**src/rtl/dmem_arb_pkg.sv**
```systemverilog
// dmem_arb_pkg: shared types and constants for the data-memory arbiter.
//   dmem_arb_state_t : sequencer states (IDLE, ISSUE, WAIT, RESP)
//   PORT_CORE/PORT_DBG : requester port indices
//   MEM_AW_DEFAULT   : byte-address bits backed by data_mem (1 KiB)
package dmem_arb_pkg;

  typedef enum logic [1:0] {
    IDLE  = 2'd0,
    ISSUE = 2'd1,
    WAIT  = 2'd2,
    RESP  = 2'd3
  } dmem_arb_state_t;

  localparam int unsigned PORT_CORE      = 0;
  localparam int unsigned PORT_DBG       = 1;
  localparam int unsigned MEM_AW_DEFAULT = 10;

endpackage

```
**src/rtl/dmem_arb_grant.sv**
```systemverilog
// dmem_arb_grant: winner select between the two request ports.
//   clk_i, rst_ni : clock, asynchronous active-low reset (RR pointer only)
//   req_i[1:0]    : request valids, bit N = port N
//   accept_i      : a request is accepted this cycle (pointer update strobe)
//   gnt_o         : winning port index (meaningful only when req_i != 0)
// Build option: DMEM_ARB_RR_EN selects round-robin on simultaneous requests;
// without it port 0 always has priority and no pointer flop exists.
module dmem_arb_grant (
  input  logic       clk_i,
  input  logic       rst_ni,
  input  logic [1:0] req_i,
  input  logic       accept_i,
  output logic       gnt_o
);

`ifdef DMEM_ARB_RR_EN
  // ptr_q holds the port granted last; reset to 1 so port 0 wins first.
  logic ptr_q, ptr_d;

  always_comb begin
    gnt_o = 1'b0;
    if (req_i == 2'b11) begin
      gnt_o = ~ptr_q;
    end else begin
      gnt_o = ~req_i[0];
    end
    ptr_d = accept_i ? gnt_o : ptr_q;
  end

  always_ff @(posedge clk_i or negedge rst_ni) begin
    if (!rst_ni) begin
      ptr_q <= 1'b1;
    end else begin
      ptr_q <= ptr_d;
    end
  end
`else
  logic unused_rr;
  assign unused_rr = ^{clk_i, rst_ni, accept_i, req_i[1]};

  always_comb begin
    gnt_o = ~req_i[0];
  end
`endif

endmodule

```
**src/rtl/dmem_arbiter.sv**
```systemverilog
// dmem_arbiter: two-port arbiter/sequencer in front of single-ported data_mem.
//   Port 0 (core LSU) and port 1 (debug/loader): valid/ready request channel
//   (we, addr, wdata) and valid/ready response channel (rdata, err).
//   mem_read/mem_write/mem_addr/mem_wdata : registered drive to data_mem
//   mem_rdata : data_mem registered read data (1-cycle latency)
// One transaction in flight: IDLE -> ISSUE -> WAIT -> RESP -> IDLE, or
// IDLE -> RESP directly for out-of-range addresses (no memory strobe).
// req_ready is the only combinational output.
// Build option: DMEM_ARB_RR_EN (round-robin arbitration, see dmem_arb_grant).
module dmem_arbiter
  import dmem_arb_pkg::*;
#(
  parameter int unsigned DATA_W = 32,
  parameter int unsigned ADDR_W = 32,
  parameter int unsigned MEM_AW = MEM_AW_DEFAULT
) (
  input  logic              clk,
  input  logic              rst_n,
  input  logic              p0_req_valid,
  output logic              p0_req_ready,
  input  logic              p0_req_we,
  input  logic [ADDR_W-1:0] p0_req_addr,
  input  logic [DATA_W-1:0] p0_req_wdata,
  output logic              p0_rsp_valid,
  input  logic              p0_rsp_ready,
  output logic [DATA_W-1:0] p0_rsp_rdata,
  output logic              p0_rsp_err,
  input  logic              p1_req_valid,
  output logic              p1_req_ready,
  input  logic              p1_req_we,
  input  logic [ADDR_W-1:0] p1_req_addr,
  input  logic [DATA_W-1:0] p1_req_wdata,
  output logic              p1_rsp_valid,
  input  logic              p1_rsp_ready,
  output logic [DATA_W-1:0] p1_rsp_rdata,
  output logic              p1_rsp_err,
  output logic              mem_read,
  output logic              mem_write,
  output logic [ADDR_W-1:0] mem_addr,
  output logic [DATA_W-1:0] mem_wdata,
  input  logic [DATA_W-1:0] mem_rdata
);

  dmem_arb_state_t state_q, state_d;
  logic              gnt_q, gnt_d;
  logic              we_q, we_d;
  logic              err_q, err_d;
  logic [DATA_W-1:0] rdata_q, rdata_d;
  logic              mem_read_q, mem_read_d;
  logic              mem_write_q, mem_write_d;
  logic [ADDR_W-1:0] mem_addr_q, mem_addr_d;
  logic [DATA_W-1:0] mem_wdata_q, mem_wdata_d;

  logic [1:0]        req_v;
  logic              win;
  logic              accept;
  logic              sel_we;
  logic [ADDR_W-1:0] sel_addr;
  logic [DATA_W-1:0] sel_wdata;
  logic              range_err;
  logic              rsp_fire;

  assign req_v  = {p1_req_valid, p0_req_valid};
  assign accept = (state_q == IDLE) && (req_v != 2'b00);

  dmem_arb_grant u_grant (
    .clk_i    (clk),
    .rst_ni   (rst_n),
    .req_i    (req_v),
    .accept_i (accept),
    .gnt_o    (win)
  );

  assign p0_req_ready = accept && (win == 1'(PORT_CORE));
  assign p1_req_ready = accept && (win == 1'(PORT_DBG));

  assign sel_we    = win ? p1_req_we    : p0_req_we;
  assign sel_addr  = win ? p1_req_addr  : p0_req_addr;
  assign sel_wdata = win ? p1_req_wdata : p0_req_wdata;
  assign range_err = |sel_addr[ADDR_W-1:MEM_AW];

  assign rsp_fire = (state_q == RESP) && (gnt_q ? p1_rsp_ready : p0_rsp_ready);

  // Strobes are computed one state early so the memory drive is a plain flop
  // output that is high exactly during ISSUE.
  always_comb begin
    state_d     = state_q;
    gnt_d       = gnt_q;
    we_d        = we_q;
    err_d       = err_q;
    rdata_d     = rdata_q;
    mem_read_d  = 1'b0;
    mem_write_d = 1'b0;
    mem_addr_d  = mem_addr_q;
    mem_wdata_d = mem_wdata_q;
    unique case (state_q)
      IDLE: begin
        if (accept) begin
          gnt_d   = win;
          we_d    = sel_we;
          err_d   = range_err;
          rdata_d = '0;
          if (range_err) begin
            state_d = RESP;
          end else begin
            state_d     = ISSUE;
            mem_read_d  = ~sel_we;
            mem_write_d = sel_we;
            mem_addr_d  = sel_addr;
            mem_wdata_d = sel_wdata;
          end
        end
      end
      ISSUE: state_d = WAIT;
      WAIT: begin
        rdata_d = we_q ? '0 : mem_rdata;
        state_d = RESP;
      end
      RESP: begin
        if (rsp_fire) begin
          state_d = IDLE;
        end
      end
      default: state_d = IDLE;
    endcase
  end

  always_ff @(posedge clk or negedge rst_n) begin
    if (!rst_n) begin
      state_q     <= IDLE;
      gnt_q       <= 1'b0;
      we_q        <= 1'b0;
      err_q       <= 1'b0;
      rdata_q     <= '0;
      mem_read_q  <= 1'b0;
      mem_write_q <= 1'b0;
      mem_addr_q  <= '0;
      mem_wdata_q <= '0;
    end else begin
      state_q     <= state_d;
      gnt_q       <= gnt_d;
      we_q        <= we_d;
      err_q       <= err_d;
      rdata_q     <= rdata_d;
      mem_read_q  <= mem_read_d;
      mem_write_q <= mem_write_d;
      mem_addr_q  <= mem_addr_d;
      mem_wdata_q <= mem_wdata_d;
    end
  end

  assign mem_read  = mem_read_q;
  assign mem_write = mem_write_q;
  assign mem_addr  = mem_addr_q;
  assign mem_wdata = mem_wdata_q;

  assign p0_rsp_valid = (state_q == RESP) && (gnt_q == 1'(PORT_CORE));
  assign p1_rsp_valid = (state_q == RESP) && (gnt_q == 1'(PORT_DBG));
  assign p0_rsp_rdata = p0_rsp_valid ? rdata_q : '0;
  assign p1_rsp_rdata = p1_rsp_valid ? rdata_q : '0;
  assign p0_rsp_err   = p0_rsp_valid && err_q;
  assign p1_rsp_err   = p1_rsp_valid && err_q;

endmodule

```
**config.mk**
```make
export PLATFORM = sky130hd
export DESIGN_NAME = dmem_arbiter
export DESIGN_NICKNAME = d
export VERILOG_FILES = /design/src/rtl/dmem_arb_pkg.sv /design/src/rtl/dmem_arb_grant.sv /design/src/rtl/dmem_arbiter.sv
export SDC_FILE = /design/constraint.sdc
export NUM_CORES = 1
export LEC_CHECK = 0
export CAP_MARGIN = 10
export CORE_MARGIN = 4
export CORE_UTILIZATION = 34
export DETAILED_ROUTE_END_ITERATION = 8
export PLACE_DENSITY = 0.78
export SLEW_MARGIN = 15
export SYNTH_ARGS = -nofsm -noshare
export SYNTH_HDL_FRONTEND = slang
export SYNTH_SLANG_ARGS = --single-unit
```
**constraint.sdc**
```tcl
create_clock -name clk -period 2.3 [get_ports clk]
set_input_delay 0.69 -clock clk [delete_from_list [all_inputs] [get_ports clk]]
set_output_delay 0.69 -clock clk [all_outputs]
set_load 0.01 [all_outputs]
```
Yosys cells after proc, flatten, opt, wreduce, memory -nomap -nowiden
Cells that the tools add are included.

storage, ports and cells
  register bits after elaboration = 103
  input bits = 168
  output and inout bits = 136
  word-level logic and storage cells = 53

cells by class
  equality and inequality tests = 5
  multiplexer cells = 19
  bitwise logic cells = 4
  reductions and logical operators = 16

operator list
  kind                count
  $mux 32             6
  $pmux 32 s2         1
  $reduce_or 22->1    1
  $logic_and 1x1->1   8
  $mux 1              8
  $pmux 2 s4          1
  $mux 2              3
  $reduce_and 2->1    3
  $eq 2x2->1 const B  2
  $ne 2x2->1 const B  2
  $not 1->1           4
  $reduce_bool 2->1   2
  $reduce_and 3->1    1
  $eq 2x1->1 const B  1
  $logic_not 2->1     1

Longest topological paths before layout
  depth after elaboration = 5
  depth in mapped cells = 8
  gate-level depth less buffers = 6

Modules after synthesis
Synthesis repeated with hierarchy kept, for this count alone.

second synthesis, totals
  cells, all modules = 513
  area total of the unflattened synthesis = 4927.2 um2

modules (own cells, without submodules)
  module          times used  cells an instance  area each (um2)  seq. area each (um2)
  dmem_arbiter    1           512                4923.5           2577.5
  dmem_arb_grant  1           1                  3.8              0.0

Least setup slack after synthesis
OpenSTA, ideal clock, no wires.

  kind = in2out
  start point = in p0_req_valid
  end point = out p0_req_ready
  data arrival time = 1.711 ns
  data required time = 1.610 ns
  slack = -0.101 ns
  cell stages on the path = 4
  buffers on the path = 3
  path through = buf_2 -> buf_2 -> buf_1 -> and2_1

on the way
  word-level cells in the longest chain between the ends = 3

ends and longest elaborated chain
  item                 RTL line            source
  from (decl)          dmem_arbiter.sv:19  input logic p0_req_valid,
  $reduce_bool 2->1    dmem_arbiter.sv:64  assign accept = (state_q == IDLE) && (req_v != 2'b00);
  $logic_and 1x1->1    dmem_arbiter.sv:64
  $logic_and 1x1->1 *  dmem_arbiter.sv:74  assign p0_req_ready = accept && (win == 1'(PORT_CORE));
  to (decl)            dmem_arbiter.sv:20  output logic p0_req_ready,

Every way passes the cells marked *; elsewhere a longest branch is shown, timed or not.

Final worst setup path
  start point = reg state_q[0]
  end point = out p0_rsp_rdata[13]

on the way
  word-level cells in the longest chain between the ends = 3

ends and longest elaborated chain
  item                    RTL line             source
  from (decl)             dmem_arbiter.sv:44   dmem_arb_state_t state_q, state_d;
  from (signal assigned)  dmem_arbiter.sv:140  state_q <= state_d;
  $eq 2x2->1              dmem_arbiter.sv:157  assign p0_rsp_valid = (state_q == RESP) && (gnt_q == 1'(PORT_CORE));
  $logic_and 1x1->1       dmem_arbiter.sv:157
  $mux 32                 dmem_arbiter.sv:159  assign p0_rsp_rdata = p0_rsp_valid ? rdata_q : '0;
  to (decl)               dmem_arbiter.sv:26   output logic [DATA_W-1:0] p0_rsp_rdata,

Every way passes these cells.

==> summary.txt <==
Yosys
  – Distinct cells, synth: 30
  – Seq cells post-synth: 103
  – Mapped Area: 4964 um2
  – Warnings from Yosys: 0
  – Syn Area/Cell: 9.638 um2
  – Syn Nets: 686
  – Syn Inst Count: 515
  – Seq/Total Area, Yosys: 0.5193

Clock tree
  – CTS tree: done
  – CTS Sinks: 103
  – Num CTS Buffers: 9
  – Worst-path clk slew: 0.08 ns
  – Clock root cell: clkbuf_16
  – H-tree level count: 3
  – Hold Buf Count CTS: 0
  – Skew-Pair Late Insertion Delay: 0.34 ns
  – Max clock buf depth: 2

Die
  – Die Ht: 128.8 um
  – Full die area: 16600 um2
  – Core area: 14100 um2
  – # IOs: 304
  – Initial Util: 0.3521
  – Die Width: 128.8 um
  – Rows: 43

Timing
  – Slew @ Worst Pin: 0.5483 ns
  – Max-slew headroom: 0.6345
  – Fmax: 0.4154 GHz
  – RSZ-0062 raised after global routing: yes
  – Worst setup skew after layout: 0.007800 ns
  – Tmin final: 2.407 ns
  – Final worst slack: -0.1074 ns
  – Final Setup Violations: 8
  – Fin crit share: 1.047
  – Final number of hold-violating endpoints: 0
  – Slew Viols, Final: 0

Route
  – Vias per cell: 5.052
  – Vias: 5128
  – DR WL/cell: 18.40 um
  – Antenna-violating nets left: 0
  – TritonRoute pass-1 iters: 4
  – Routed WL: 18680 um
  – Initial drt markers: 238
  – Drt drc: 0

Worst setup path
  – Crit path kind: reg -> out
  – CP cell instances: ha_4 -> nor2b_4 -> buf_12 -> buf_8 -> buf_12 -> and2_4 -> buf_6
  – Buf/Inv on CP: 4
  – Slowest stage cell, crit path: dfrtp_1
  – Critical path required time: 1.61 ns
  – Critical Path Max Stage Delay: 0.41 ns
  – Delay-heaviest family, CP: buffers and inverters
  – CP endpoint kind: primary output
  – Startpoint types: register
  – Max FO, Critical Path: 4
  – Crit path top cell by count: buf_12
  – Data arrival, critical path: 1.72 ns

Power and ir drop
  – Power per Cell Area: 726.2 nW/um2
  – Leak: 4.293 nW
  – Worst vdd ir: 491.9 uV

GRT
  – GRT Overall Usage: 0.2155
  – Overflow after GRT: 0
  – Pin count of the biggest net entering global routing: 104
  – Vias in the first global route: 5412
  – Initial antenna violation count: 1
  – Global-route wire length before repair: 28300 um

Placed design
  – Post-Place Setup Slack: -0.5132 ns
  – GPL Wtd Cong: 0.8603
  – Hpwl dp: 12790 um
  – Port buffer count: 303

Layout
  – Post-layout util: 0.6517
  – Most common cell after layout, fill and taps aside: clkdlybuf4s50_1
  – Area grow syn2layout: 85.08%
  – Number of nets in the layout: 1001
  – Multi-input combinational cell area: 2426 um2
  – # diodes: 0
  – Most frequent cells in the layout: 205 x clkdlybuf4s50_1, 103 x dfrtp_1, 70 x nand2_1
  – Share of layout cells above drive strength 1: 0.2359
  – FF+latch area: 2577 um2
  – Fill cell count: 1103

Run status
  – Failing checks: negative setup slack
  – Status: finished with violations

Hold path
  – Hold Crit Class: in -> async

Run
  – Max Cap Viol: 0
[registers in the layout, summed over array words and instances, names as in the netlist]
signal	count
we_q	1
rdata_q	32
mem_addr	32
state_q	2
mem_wdata	32
mem_write	1
gnt_q	1
mem_read	1
err_q	1
[worst reg2reg max path: stages, from the launching register on]
cell and delay, ns:
dfrtp_1 0.41, buf_4 0.15, inv_2 0.08, ha_4 0.14, buf_4 0.11, nor2b_4 0.22, buf_12 0.32, a21oi_1 0.21
a31oi_1 0.16
[cells in the mapped netlist (all sizes together)]
master,n,share of area
nor4,5,0.0063
clkbuf,35,0.026
nand2,71,0.054
and3,34,0.043
buf,14,0.018
a222oi,1,0.0020
nand4,2,0.0025
nor2,9,0.0068
o21a,1,0.0015
a211oi,1,0.0015
a21oi,42,0.042
nand3,1,0.0010
ha,3,0.0076
o21ai,35,0.035
mux2i,44,0.089
a22oi,1,0.0015
nand2b,1,0.0013
and2,57,0.072
nor4b,1,0.0018
or4,1,0.0015
inv,2,0.0015
nor3,4,0.0040
a21o,2,0.0030
a31oi,42,0.053
dfrtp,103,0.52
nor2b,3,0.0038
[stage by stage]
stage,area [um2],power (W),TNS [ns],hold WS [ns],cells
after CTS,9153,0.006739,-1.709,0.4258,1019
after global routing,9186,0.007051,-1.874,0.4452,1015
final,9186,0.006672,-0.5946,0.3999,1015
after detailed placement,8258,0.004514,-31.11,0.4736,975
after floorplan,4965,0.003361,0,0.3944,515
after global placement,8258,0.004424,-28.30,0.4680,975
[worst paths after layout]
path,startpoint,end,slack [ns],cells past startpoint
min,rst_n,mem_addr[28]$_DFFE_PN0P_,0.40,2
max in group asynchronous,rst_n,mem_wdata[7]$_DFFE_PN0P_,1.47,2
max reg2reg,state_q[0]$_DFFE_PN0P_,mem_wdata[5]$_DFFE_PN0P_,0.42,8
max,state_q[0]$_DFFE_PN0P_,p0_rsp_rdata[13],-0.11,7
min reg2reg,mem_addr[13]$_DFFE_PN0P_,mem_addr[13]$_DFFE_PN0P_,0.49,1
min in group clk,mem_addr[13]$_DFFE_PN0P_,mem_addr[13]$_DFFE_PN0P_,0.49,1
[cell families after synthesis]
group / count (synthesis) / share of synthesized area
adders and majority gates: 3 / 0.007563
DFF: 103 / 0.5193
and+or+nand+nor: 189 / 0.1979
AOI/OAI and AO/OA: 125 / 0.1402
buffers and inverters: 51 / 0.04638
muxes: 44 / 0.08873
[routing by layer]
layer / track usage / wire length, um / up-vias
li1: - / - / 2433
met4: 0.06794 / 371 / 0
met2: 0.3878 / 9628 / 224
met5: 0 / 0 / -
met3: 0.05812 / 1527 / 29
met1: 0.2488 / 7147 / 2442
[what timing repair did]
action / CTS / global route
endpoints found under the hold margin: 0 / 0
buffers inserted: 19 / 4
pin swaps: 34 / 14
cloned: 9 / 0
gates resized for setup: 367 / 64
setup endpoints to repair: 135 / 123
[power by group]
part | internal, W | leakage [nW] | switching, W
clock | 0.000783 | 0.151 | 0.000758
sequential | 0.00205 | 1.41 | 0.000210
combinational | 0.00141 | 2.73 | 0.00145
[final cells by class]
type                    count  share of cell area
clock buffers               9             0.02452
repair buffers            353              0.3963
flip-flops and latches    103              0.2806
multi-input cells         361              0.2641
inverters                   2           0.0008172
well taps                 180             0.02452
clock inverters             7            0.009126
(Power assumes the default switching activity.)
